$ cat src/rtl/cocochip_adc_frontend.sv
// Serial ADC front end: runs framed conversions on one latched channel and
// reports the peak of the top 8 result bits once per window.
module cocochip_adc_frontend #(
    parameter int unsigned CLK_DIV = 2,
    parameter int unsigned SAMPLES = 64,
    parameter int unsigned GUARD   = 8
) (
    input  logic       clk,
    input  logic       reset_n,
    input  logic       enable,
    input  logic [1:0] adc_channel_sel,
    output logic       adc_cs_n,
    output logic       adc_sclk,
    output logic       adc_din,
    input  logic       adc_dout,
    output logic [7:0] adc_data,
    output logic       adc_data_valid
);

    typedef enum logic [2:0] {
        ST_IDLE,
        ST_GUARD,
        ST_DUMMY,
        ST_ACQ,
        ST_REPORT
    } state_t;

    state_t      state, state_nxt;
    logic [7:0]  div_cnt;
    logic [5:0]  half_cnt;
    logic [5:0]  half_nxt;
    logic [15:0] gcnt;
    logic [7:0]  smp_cnt;
    logic [1:0]  ch;
    logic [11:0] shreg;
    logic [7:0]  peak;
    logic [7:0]  peak_nxt;
    logic        in_frame;
    logic        half_end;
    logic        frame_end;
    logic        guard_done;
    logic        start_frame;

    // Frame timing decode: a frame is 34 half-periods of CLK_DIV cycles each.
    always_comb begin
        in_frame    = (state == ST_DUMMY) || (state == ST_ACQ);
        half_end    = in_frame && (div_cnt == 8'(CLK_DIV - 1));
        frame_end   = half_end && (half_cnt == 6'd33);
        half_nxt    = half_cnt + 6'd1;
        guard_done  = (gcnt == 16'(GUARD - 1));
        peak_nxt    = (shreg[11:4] > peak) ? shreg[11:4] : peak;
        start_frame = ((state_nxt == ST_DUMMY) || (state_nxt == ST_ACQ)) &&
                      (!in_frame || frame_end);
    end

    // State register.
    always_ff @(posedge clk or negedge reset_n) begin
        if (!reset_n) state <= ST_IDLE;
        else          state <= state_nxt;
    end

    // Next-state logic; a running frame always completes before leaving.
    always_comb begin
        state_nxt = state;
        case (state)
            ST_IDLE:   if (enable) state_nxt = ST_GUARD;
            ST_GUARD: begin
                if (!enable)                                  state_nxt = ST_IDLE;
                else if (guard_done && adc_channel_sel != 2'b11) state_nxt = ST_DUMMY;
            end
            ST_DUMMY: begin
                if (frame_end) state_nxt = enable ? ST_ACQ : ST_IDLE;
            end
            ST_ACQ: begin
                if (frame_end) begin
                    if (!enable)                          state_nxt = ST_IDLE;
                    else if (smp_cnt == 8'(SAMPLES - 1))  state_nxt = ST_REPORT;
                end
            end
            ST_REPORT: state_nxt = enable ? ST_GUARD : ST_IDLE;
            default:   state_nxt = ST_IDLE;
        endcase
    end

    // Guard counter, channel latch, sample counter and peak tracking.
    always_ff @(posedge clk or negedge reset_n) begin
        if (!reset_n) begin
            gcnt           <= '0;
            ch             <= '0;
            smp_cnt        <= '0;
            peak           <= '0;
            adc_data       <= '0;
            adc_data_valid <= 1'b0;
        end else begin
            gcnt <= (state == ST_GUARD && !guard_done) ? gcnt + 16'd1 : '0;
            if (state == ST_GUARD && state_nxt == ST_DUMMY) begin
                ch   <= adc_channel_sel;
                peak <= '0;
            end
            if (state != ST_ACQ)  smp_cnt <= '0;
            else if (frame_end)   smp_cnt <= smp_cnt + 8'd1;
            if (state == ST_ACQ && frame_end) peak <= peak_nxt;
            if (state == ST_ACQ && state_nxt == ST_REPORT) adc_data <= peak_nxt;
            adc_data_valid <= (state_nxt == ST_REPORT);
        end
    end

    // Serial pins are registered off the next half-period index so they
    // change exactly on the half-period boundary without decode glitches.
    always_ff @(posedge clk or negedge reset_n) begin
        if (!reset_n) begin
            div_cnt  <= '0;
            half_cnt <= '0;
            shreg    <= '0;
            adc_cs_n <= 1'b1;
            adc_sclk <= 1'b1;
            adc_din  <= 1'b0;
        end else if (start_frame) begin
            div_cnt  <= '0;
            half_cnt <= '0;
            adc_cs_n <= 1'b0;
            adc_sclk <= 1'b1;
            adc_din  <= 1'b0;
        end else if (half_end && !frame_end) begin
            div_cnt  <= '0;
            half_cnt <= half_nxt;
            adc_cs_n <= (half_nxt >= 6'd32);
            adc_sclk <= !(half_nxt[0] && half_nxt < 6'd32);
            if (half_nxt[0] && half_nxt < 6'd32) begin
                case (half_nxt[5:1])
                    5'd4:    adc_din <= ch[1];
                    5'd5:    adc_din <= ch[0];
                    default: adc_din <= 1'b0;
                endcase
            end
            if (!half_nxt[0] && half_nxt <= 6'd32) shreg <= {shreg[10:0], adc_dout};
        end else if (in_frame && !frame_end) begin
            div_cnt <= div_cnt + 8'd1;
        end else begin
            div_cnt  <= '0;
            half_cnt <= '0;
            adc_cs_n <= 1'b1;
            adc_sclk <= 1'b1;
            adc_din  <= 1'b0;
        end
    end

endmodule

$ cat config.mk
export PLATFORM = sky130hd
export DESIGN_NAME = cocochip_adc_frontend
export DESIGN_NICKNAME = d
export VERILOG_FILES = /design/src/rtl/cocochip_adc_frontend.sv
export SDC_FILE = /design/constraint.sdc
export NUM_CORES = 1
export LEC_CHECK = 0
export CAP_MARGIN = 25
export CORE_ASPECT_RATIO = 1.25
export CORE_MARGIN = 8
export CORE_UTILIZATION = 30
export CTS_CLUSTER_DIAMETER = 100
export DETAILED_ROUTE_END_ITERATION = 16
export GPL_ROUTABILITY_DRIVEN = 0
export SKIP_CTS_REPAIR_TIMING = 1
export SYNTH_ARGS = -nofsm -noshare
export SYNTH_HDL_FRONTEND = slang
export SYNTH_SLANG_ARGS = --single-unit
$ cat constraint.sdc
create_clock -name clk -period 3.35 [get_ports clk]
set_clock_uncertainty 0.1 [all_clocks]
set_input_delay 0.67 -clock clk [delete_from_list [all_inputs] [get_ports clk]]
set_output_delay 0.67 -clock clk [all_outputs]
set_load 0.02 [all_outputs]
Word level (Yosys, flattened, before mapping). Index checks and enable logic that the tools add are counted.

Bits in registers: 75. Output and inout port bits: 12.

Add/subtract/negate cells: 4. Magnitude comparators: 4. Eq/ne operators: 17. Muxes and demuxes: 32. Bitwise operators: 1. Reductions and logical operators: 25.

Operators with widths (count): 8-bit two-way mux (8); 3-bit two-way mux (7); 6-bit two-way mux (3); 16-bit by 1-bit adder with 16-bit output, second input constant (1); 8-bit by 1-bit adder with 8-bit output, second input constant (2); 16-bit by 3-bit equality test with 1-bit output, second input constant (1); 16-bit two-way mux (1); 3-bit one-hot mux with 5 select lines (1); 3-bit by 2-bit equality test with 1-bit output, second input constant (4); 1-bit logical AND (12); 5-bit by 3-bit equality test with 1-bit output, second input constant (2); 1-bit two-way mux (10); 8-bit by 1-bit equality test with 1-bit output, second input constant (1); 8-bit by 6-bit equality test with 1-bit output, second input constant (1); 8-bit > comparator (1); 6-bit by 1-bit adder with 6-bit output, second input constant (1); 3-bit equality test, second input constant (2); 6-bit equality test, second input constant (1); 6-bit greater-or-equal comparator, second input constant (1); 6-bit less-or-equal comparator, second input constant (1); 6-bit less-than comparator, second input constant (1); 3-bit by 2-bit != test with 1-bit output, second input constant (2); 1-bit zero test (5); 2-bit nonzero test (2); other kinds (10) (12).

Logic depth before layout (Yosys ltp). Gate-level depths: netlist (run 1).

Depth after elaboration: 11. Depth in mapped cells: 9. Mapped depth without buffers: 7.

Worst setup path before layout (run 1). No wires, ideal clock.

Path kind: reg2reg. From: reg shreg[7]. To: reg peak[1]. Data arrival time: 2253 ps. Path slack: 872 ps. Cell stages (with the launch flop): 9. Buffers on the path: 2. Cell sequence: dfrtp_1 ha_1 a21o_1 a21oi_1 a21o_1 buf_2 a2111o_1 buf_2 mux2_2.

Cells in the longest elaborated chain, start to end: 3.

Ends and longest elaborated chain: start, declared (line 35) `logic [11:0] shreg;`; start signal, assigned (line 136) `if (!half_nxt[0] && half_nxt <= 6'd32) shreg <= {shreg[10:0], adc_dout};`; 8-bit > comparator (line 51) `peak_nxt = (shreg[11:4] > peak) ? shreg[11:4] : peak;`; 8-bit two-way mux (line 51); 8-bit two-way mux (line 102) `if (state == ST_ACQ && frame_end) peak <= peak_nxt;`; end signal, assigned (line 102); end, declared (line 36) `logic [7:0] peak;`.

No other way between the ends. A chain may end at the register's enable or synchronous reset.

Final worst setup path (run 1). Same ends and word-level chain as after synthesis.

==> flow_metrics.py, run 1 <==
metrics = {
    "floorplan": {
        "dieArea_mm2": 0.0175,
        "core-area_mm2": 0.0132,
        "die_w_um": 120,
        "rows": 47,
        "initial_core_util_pct": 30.7,
        "io_pins": 18,
        "die_y_um": 146,
    },
    "clock_network": {
        "clockRootBuffer": "clkbuf_16",
        "path_clk_slew_ns": 0.05,
        "cts_tree": "built",
        "insertion_delay_ns": 0.33,
        "cts_buffer_depth": 2,
        "cts_sinks": 75,
        "cts.htree.levels": 3,
        "cts_buffers": 9,
    },
    "layout": {
        "drive_gt1_share_pct": 15.7,
        "nets": 429,
        "area_growth_pct": 16.5,
        "fin_util_pct": 35.8,
        "fillCellCount": 1340,
        "num_antenna_cells": 0,
    },
    "timing": {
        "period_minus_slack_ns": 2.64,
        "fmax_ghz": 0.379,
        "min_period_over_period_pct": 78.7,
        "fin_ws_ns": 0.713,
        "fin_hold_ws_ns": 0.0365,
        "setup_viol": 0,
        "rsz0062_at_grt": "false",
        "tns_ns": 0,
        "tightest_slew_ns": 0.795,
        "hold_viol": 0,
        "finalMaxSlewViolations": 0,
        "slew-limit-headroom_pct": 46.8,
    },
    "worst_setup_path": {
        "r2r_slack_ns": 0.71,
        "crit_fanout": 9,
        "critPathLaunch": "shreg[7]",
        "cp_slowest_cell": "a2111o_1",
        "slowest_delay_ns": 0.61,
        "worstPathRequired_ns": 3.46,
        "r2r_cells": 6,
        "worstPathArrival_ns": 2.75,
        "cp-start-kind": "flip-flop",
        "r2r-end": "peak[1]",
        "crit_chain": "ha_1 > nand3_1 > o21bai_2 > a21o_1 > a2111o_1 > mux2_2",
        "path_class": "flip-flop to flip-flop",
        "rr_startpoint": "shreg[7]",
        "critPathCaptureType": "flip-flop",
    },
    "drt": {
        "drtPass1Iterations": 4,
        "ant_nets": 0,
        "viasPerCell": 5.12,
        "vias": 2996,
        "drt_wl_total_um": 8370,
        "wl_per_cell_um": 14.3,
        "drt_iter0_markers": 174,
        "drc": 0,
    },
    "global_route": {
        "grtUsageTotal_pct": 10.2,
        "antenna_found_initial": 1,
        "grt_pass1_vias": 3025,
        "grt-ovfl-total": 0,
        "grt_pass1_wl_um": 14700,
        "grt_max_degree": 76,
    },
    "synth": {
        "ys_seq_area_share_pct": 46.3,
        "synth_most_common_cell": "dfrtp_1",
        "synth_nets": 413,
        "synth-seq-cells": 75,
        "synth_ff_type": "dfrtp_1",
        "yosysTopAreaCellShare_pct": 45.0,
        "yosys_warnings": 0,
        "ys_top_cells_by_area": "dfrtp_1, mux2_2, ha_1",
        "synth_common_cells": "dfrtp_1, nor2_1, mux2_2",
        "synth_largest_area_cell": "dfrtp_1",
        "netlist_area_mm2": 0.00406,
        "syn_inst": 393,
        "ys_async_sr_fraction_pct": 100,
        "synth_edf_count": 0,
        "avgSynthCellArea_um2": 10.3,
        "ys_types": 49,
    },
    "status": {
        "status": "finished clean",
    },
    "power_and_ir_drop": {
        "p_per_area_mw_per_mm2": 494,
        "power_mw": 2.34,
        "p_leak_nw": 2.06,
        "ir_drop_v": 0.000245,
    },
    "placement": {
        "portBuffers": 17,
        "hpwl_um": 6070,
        "preCtsSetupSlack_ns": 0.572,
    },
    "run": {
        "max_cap_violations": 0,
    },
    "hold_path": {
        "hold_class": "input pin to async pin",
    },
}
[cells by family after synthesis]
family / share of synthesized area [%]
AND/OR/NAND/NOR: 17.7
AO/OA/AOI/OAI: 15.3
flip-flops: 46.3
buffers and inverters: 3.79
XOR/XNOR: 5.60
multiplexers: 7.05
adder cells (fa/ha/maj): 4.31
[power breakdown]
group,internal (mW),leakage [nW],switching [mW]
Sequential,0.960,1.03,0.0531
Clock,0.634,0.155,0.350
Combinational,0.113,0.873,0.230
Total,1.71,2.06,0.634
[worst max-delay path: cells and delay by family, from the launching register on]
family	cells	cell delay (ns)
adders and majority gates	1	0.34
muxes	1	0.33
AOI/OAI and AO/OA	3	1.19
and+or+nand+nor	1	0.10
DFF	1	0.46
[state kept, by name (all words and copies together), names as in the netlist, 2 cells and up]
name,flops
div_cnt,8
state,3
half_cnt,6
peak,8
adc_data,8
ch,2
gcnt,16
shreg,12
smp_cnt,8
[layout by cell type, fill, tap and decap left out, drive strengths merged, types with 5 or more instances in the layout]
cell	Yosys	final
and2	9	9
a2bb2oi	9	9
buf	7	6
or3	5	5
o211ai	17	17
o21ai	10	10
nand4	6	6
a211oi	10	10
nand3	18	18
mux2i	5	5
a21oi	18	18
inv	17	17
nor4	7	7
nor3	9	9
nor2	42	42
xor2	16	16
clkbuf	10	12
ha	14	14
xnor2	10	10
nand2	18	18
clkdlybuf4s50	0	16
mux2	21	21
dfrtp	73	73
and3	9	9
[worst max path at each step]
| stage | endpoint | slack [ns] |
|---|---|---|
| 6_report | peak[1] | 0.71 |
| 5_1_grt | shreg[0] | 0.56 |
| 4_1_cts | peak[3] | 0.70 |
| 3_5_place_dp | adc_data[4] | 0.57 |
| 3_3_place_gp | adc_data[4] | 0.59 |
| 2_1_floorplan | peak[1] | 0.87 |
[metrics by stage]
stage,area [um^2],std cells
2_1_floorplan,4060,393
3_3_place_gp,4390,568
3_5_place_dp,4390,568
4_1_cts,4710,584
5_1_grt,4730,585
6_report,4730,585
[metal layers]
metal,up-vias,GRT usage (%),share of wire (%)
met3,16,2.62,3.5
met5,-,0,0.12
li1,1447,-,-
met4,2,5.01,2.2
met1,1487,11.8,45
met2,44,17.1,49
[layout make-up]
class,count,area [um^2],area share [%]
clock buffer,12,267,5.63
inverter,18,72.6,1.53
clock inverter,4,47.5,1.00
timing repair buffer,22,225,4.76
tap,171,214,4.52
sequential,75,1880,39.7
multi-input combinational,283,2030,42.9
Power figures use the tool's default switching activity.
==> run 2: changes to the inputs <==
==> constraint.sdc (replaced) <==
create_clock -name clk -period 2.5 [get_ports clk]
set_clock_uncertainty 0.1 [all_clocks]
set_input_delay 0.5 -clock clk [delete_from_list [all_inputs] [get_ports clk]]
set_output_delay 0.5 -clock clk [all_outputs]
set_load 0.02 [all_outputs]
==> flow_metrics.py, run 2 (same netlist as run 1, synthesis figures left out) <==
metrics = {
    "status": {
        "status": "finished, violations left",
        "violations": "negative hold slack",
    },
    "clock_network": {
        "cts_buffer_depth": 2,
        "cts_sinks": 75,
        "cts_tree": "built",
        "cts_buffers": 9,
        "clockRootBuffer": "clkbuf_16",
        "path_clk_slew_ns": 0.05,
        "cts.htree.levels": 3,
        "insertion_delay_ns": 0.34,
    },
    "timing": {
        "min_period_over_period_pct": 95.6,
        "finalMaxSlewViolations": 0,
        "fin_hold_ws_ns": -0.0176,
        "period_minus_slack_ns": 2.39,
        "fin_ws_ns": 0.110,
        "fmax_ghz": 0.418,
        "hold_viol": 28,
        "setup_viol": 0,
        "tns_ns": 0,
        "tightest_slew_ns": 0.913,
        "slew-limit-headroom_pct": 38.9,
    },
    "placement": {
        "portBuffers": 17,
        "preCtsSetupSlack_ns": 0.0591,
        "hpwl_um": 6540,
        "place_area_mm2": 0.00460,
    },
    "drt": {
        "drc": 0,
        "wl_per_cell_um": 14.8,
        "drt_wl_total_um": 9020,
        "vias": 3047,
        "drt_iter0_markers": 131,
        "ant_nets": 0,
        "drtPass1Iterations": 4,
        "viasPerCell": 5.00,
    },
    "floorplan": {
        "die_w_um": 120,
        "initial_core_util_pct": 30.7,
        "dieArea_mm2": 0.0175,
        "die_y_um": 146,
        "rows": 47,
        "io_pins": 18,
        "core-area_mm2": 0.0132,
    },
    "worst_setup_path": {
        "cp_slowest_cell": "a2111o_1",
        "crit_chain": "inv_1 > ha_1 > nand3_1 > o21bai_2 > a21o_1 > a2111o_1 > mux2_2",
        "critPathLaunch": "peak[4]",
        "r2r_slack_ns": 0.11,
        "path_class": "flip-flop to flip-flop",
        "rr_startpoint": "peak[4]",
        "slowest_delay_ns": 0.57,
        "path_delay_family": "compound AO/OA/AOI/OAI gates",
        "crit_fanout": 8,
        "cp-start-kind": "flip-flop",
        "worstPathArrival_ns": 2.51,
        "r2r-end": "peak[2]",
        "critPathCaptureType": "flip-flop",
        "crit_buf_inv": 1,
        "critical_path_cell_count": 7,
        "worstPathRequired_ns": 2.62,
        "crit_end": "peak[2]",
        "r2r_cells": 7,
    },
    "global_route": {
        "grt_pass1_wl_um": 15300,
        "grtUsageTotal_pct": 10.7,
        "antenna_found_initial": 1,
        "grt_pass1_vias": 3109,
        "grt_max_degree": 48,
        "grt-ovfl-total": 0,
    },
    "power_and_ir_drop": {
        "clkPwrFrac_pct": 39.2,
        "power_mw": 3.07,
        "ir_drop_v": 0.000344,
        "p_leak_nw": 2.16,
        "internal_power_mw": 2.20,
        "p_per_area_mw_per_mm2": 627,
        "power_frac_seq_pct": 43.9,
        "p_switching_mw": 0.873,
        "combPwrFrac_pct": 16.9,
        "p_sw_share_pct": 28.4,
    },
    "layout": {
        "most-common-layout-cells": "dfrtp_1, nor2_1, buf_4",
        "design_area_mm2": 0.00490,
        "drive_gt1_share_pct": 20.3,
        "top_regs": "gcnt (16), shreg (12)",
        "top_register": "gcnt",
        "mostFrequentLayoutCell": "dfrtp_1",
        "num_antenna_cells": 0,
        "area_growth_pct": 20.6,
        "nets": 453,
        "fin_util_pct": 37.0,
        "largest_reg_flops": 16,
    },
    "hold_path": {
        "hold_class": "input pin to async pin",
    },
    "run": {
        "max_cap_violations": 0,
    },
}
-- run 2: cell count changes in the layout (fill, tap and decap cells not counted), sizes merged --
cell and change:
buf +24, bufinv -1, clkbuf +2, clkinvlp -1
-- run 2: cell type report --
cell class	count	area, um^2
fill	1303	8330
multi-input combinational	283	2040
sequential	75	1880
timing repair buffer	46	414
clock buffer	14	264
tap	171	214
inverter	18	72.6
clock inverter	2	10.0
-- run 2: per-layer routing --
metal	vias up	wire [um]	track usage, %
met5	-	10	0
met3	18	267	2.31
met1	1487	3900	12.3
met2	46	4600	18.3
met4	2	243	5.82
li1	1494	-	-
-- run 2: worst register-to-register path: cells and delay by family (launching register included) --
family          cells  cell delay [ns]
fa+ha+maj           1             0.29
mux                 1             0.33
buf+inv             1             0.06
simple gates        1             0.11
flops               1             0.39
compound gates      3             1.00
-- run 2: power groups by stage --
stage	logic, mW	registers (mW)	clock network [mW]
after global placement	0.515	1.37	0
after global routing	0.577	1.36	1.29
after CTS	0.525	1.35	1.24
final	0.518	1.35	1.20
after detailed placement	0.522	1.37	0
after floorplan	0.345	1.36	0
-- run 2: worst min-delay path by stage --
stage,startpoint,to,depth (start not counted)
6_report,reset_n,adc_data[7],1
5_1_grt,reset_n,adc_data[7],1
4_1_cts,reset_n,adc_data[7],1
3_5_place_dp,reset_n,adc_data[7],1
3_3_place_gp,reset_n,adc_data_valid,1
2_1_floorplan,reset_n,adc_data[0],0
-- run 2: metrics by stage --
step | hold WS, ns | instances
2_1_floorplan | 0.104 | 393
3_3_place_gp | 0.346 | 592
3_5_place_dp | 0.354 | 592
4_1_cts | -0.00416 | 608
5_1_grt | 0.0176 | 609
6_report | -0.0176 | 609
==> run 3: changes to the inputs <==
--- a/config.mk
+++ b/config.mk
@@ -12,6 +12,7 @@
 export CTS_CLUSTER_DIAMETER = 100
 export DETAILED_ROUTE_END_ITERATION = 16
 export GPL_ROUTABILITY_DRIVEN = 0
+export HOLD_SLACK_MARGIN = 0.02
 export SKIP_CTS_REPAIR_TIMING = 1
 export SYNTH_ARGS = -nofsm -noshare
 export SYNTH_HDL_FRONTEND = slang
==> flow_metrics.py, run 3 (same netlist as run 1, synthesis figures left out) <==
metrics = {
    "worst_setup_path": {
        "rr_startpoint": "half_cnt[1]",
        "slowest_delay_ns": 0.59,
        "r2r-end": "adc_data[1]",
        "worstPathArrival_ns": 2.51,
        "cp_slowest_cell": "or4_1",
        "path_class": "flip-flop to flip-flop",
        "crit_chain": "inv_1 > ha_1 > nand2_1 > or3_1 > or4_1 > buf_6 > a211oi_2 > a2bb2oi_2",
        "r2r_slack_ns": 0.11,
        "critPathCaptureType": "flip-flop",
        "cp-start-kind": "flip-flop",
        "path_delay_family": "simple AND/OR/NAND/NOR gates",
        "crit_fanout": 10,
        "worstPathRequired_ns": 2.62,
        "crit_buf_inv": 2,
        "r2r_cells": 8,
    },
    "power_and_ir_drop": {
        "power_mw": 3.07,
        "p_sw_share_pct": 28.4,
        "p_leak_nw": 2.17,
        "combPwrFrac_pct": 16.9,
        "power_frac_seq_pct": 43.9,
        "p_switching_mw": 0.873,
        "ir_drop_v": 0.000343,
        "clkPwrFrac_pct": 39.2,
        "internal_power_mw": 2.20,
        "p_per_area_mw_per_mm2": 626,
    },
    "layout": {
        "most-common-layout-cells": "dfrtp_1, nor2_1, buf_4",
        "num_antenna_cells": 0,
        "area_growth_pct": 20.9,
        "top_regs": "gcnt (16), shreg (12)",
        "largest_reg_flops": 16,
        "top_register": "gcnt",
        "final_cells": 610,
        "nets": 454,
        "drive_gt1_share_pct": 20.3,
        "mostFrequentLayoutCell": "dfrtp_1",
    },
    "floorplan": {
        "die_y_um": 146,
        "rows": 47,
        "core-area_mm2": 0.0132,
        "dieArea_mm2": 0.0175,
        "io_pins": 18,
        "die_w_um": 120,
        "initial_core_util_pct": 30.7,
    },
    "run": {
        "max_cap_violations": 0,
    },
    "global_route": {
        "grt-ovfl-total": 0,
        "grtUsageTotal_pct": 10.7,
        "grt_max_degree": 48,
        "grt_pass1_wl_um": 15300,
        "antenna_found_initial": 1,
        "grt_pass1_vias": 3109,
    },
    "timing": {
        "slew-limit-headroom_pct": 38.4,
        "fin_ws_ns": 0.109,
        "tightest_slew_ns": 0.921,
        "finalMaxSlewViolations": 0,
        "min_period_over_period_pct": 95.6,
        "fin_hold_ws_ns": 0.373,
        "fmax_ghz": 0.418,
        "hold_viol": 0,
        "period_minus_slack_ns": 2.39,
        "setup_viol": 0,
    },
    "hold_path": {
        "worstHoldStart": "gcnt[0]",
        "hold_end": "gcnt[0]",
        "holdPathStages": 1,
        "hold_class": "flip-flop to flip-flop",
    },
    "clock_network": {
        "cts_buffer_depth": 2,
        "cts_buffers": 9,
        "cts_tree": "built",
        "cts_sinks": 75,
        "clockRootBuffer": "clkbuf_16",
        "insertion_delay_ns": 0.34,
        "cts.htree.levels": 3,
        "path_clk_slew_ns": 0.06,
    },
    "placement": {
        "dp.cells": 592,
        "preCtsSetupSlack_ns": 0.0591,
        "hpwl_um": 6540,
        "portBuffers": 17,
    },
    "drt": {
        "drt_wl_total_um": 9020,
        "drtPass1Iterations": 4,
        "viasPerCell": 5.01,
        "vias": 3054,
        "drt_iter0_markers": 158,
        "wl_per_cell_um": 14.8,
        "ant_nets": 0,
        "drc": 0,
    },
    "status": {
        "status": "finished clean",
    },
}
[run 3: power by group through the flow]
stage                     Combinational [mW]  Sequential, mW  Clock, mW
after floorplan                        0.345            1.36          0
after global placement                 0.515            1.37          0
after detailed placement               0.522            1.37          0
after CTS                              0.525            1.35       1.24
after global routing                   0.578            1.36       1.29
final                                  0.520            1.35       1.20
[run 3: area by class of cell]
class	count	area, um^2
fill	1302	8320
multi-input combinational	283	2040
sequential	75	1880
timing repair buffer	47	424
clock buffer	14	264
tap	171	214
inverter	18	72.6
clock inverter	2	10.0
[run 3: worst max path at each step]
| stage | startpoint | end | slack (ns) | depth (start not counted) |
|---|---|---|---|---|
| 2_1_floorplan | shreg[7] | peak[1] | 0.02 | 8 |
| 3_3_place_gp | smp_cnt[0] | adc_data[0] | 0.09 | 7 |
| 3_5_place_dp | smp_cnt[0] | adc_data[0] | 0.06 | 7 |
| 4_1_cts | smp_cnt[0] | adc_data[0] | 0.04 | 7 |
| 5_1_grt | smp_cnt[0] | adc_data[7] | -0.007 | 7 |
| 6_report | half_cnt[1] | adc_data[1] | 0.11 | 8 |
[run 3: through the flow]
step	instance area, um^2	util, %	TNS [ns]
2_1_floorplan	4060	-	0
3_3_place_gp	4600	34.8	0
3_5_place_dp	4600	34.8	0
4_1_cts	4870	36.8	0
5_1_grt	4910	37.1	-0.00734
6_report	4910	37.1	0
[run 3: metal layers]
metal  global-route usage [%]  up-vias  share of wire (%)
met5                        0        -               0.11
met4                     5.82        2                2.5
met3                     2.31       17                3.0
met2                     18.3       54                 51
met1                     12.3     1483                 43
li1                         -     1498                  -
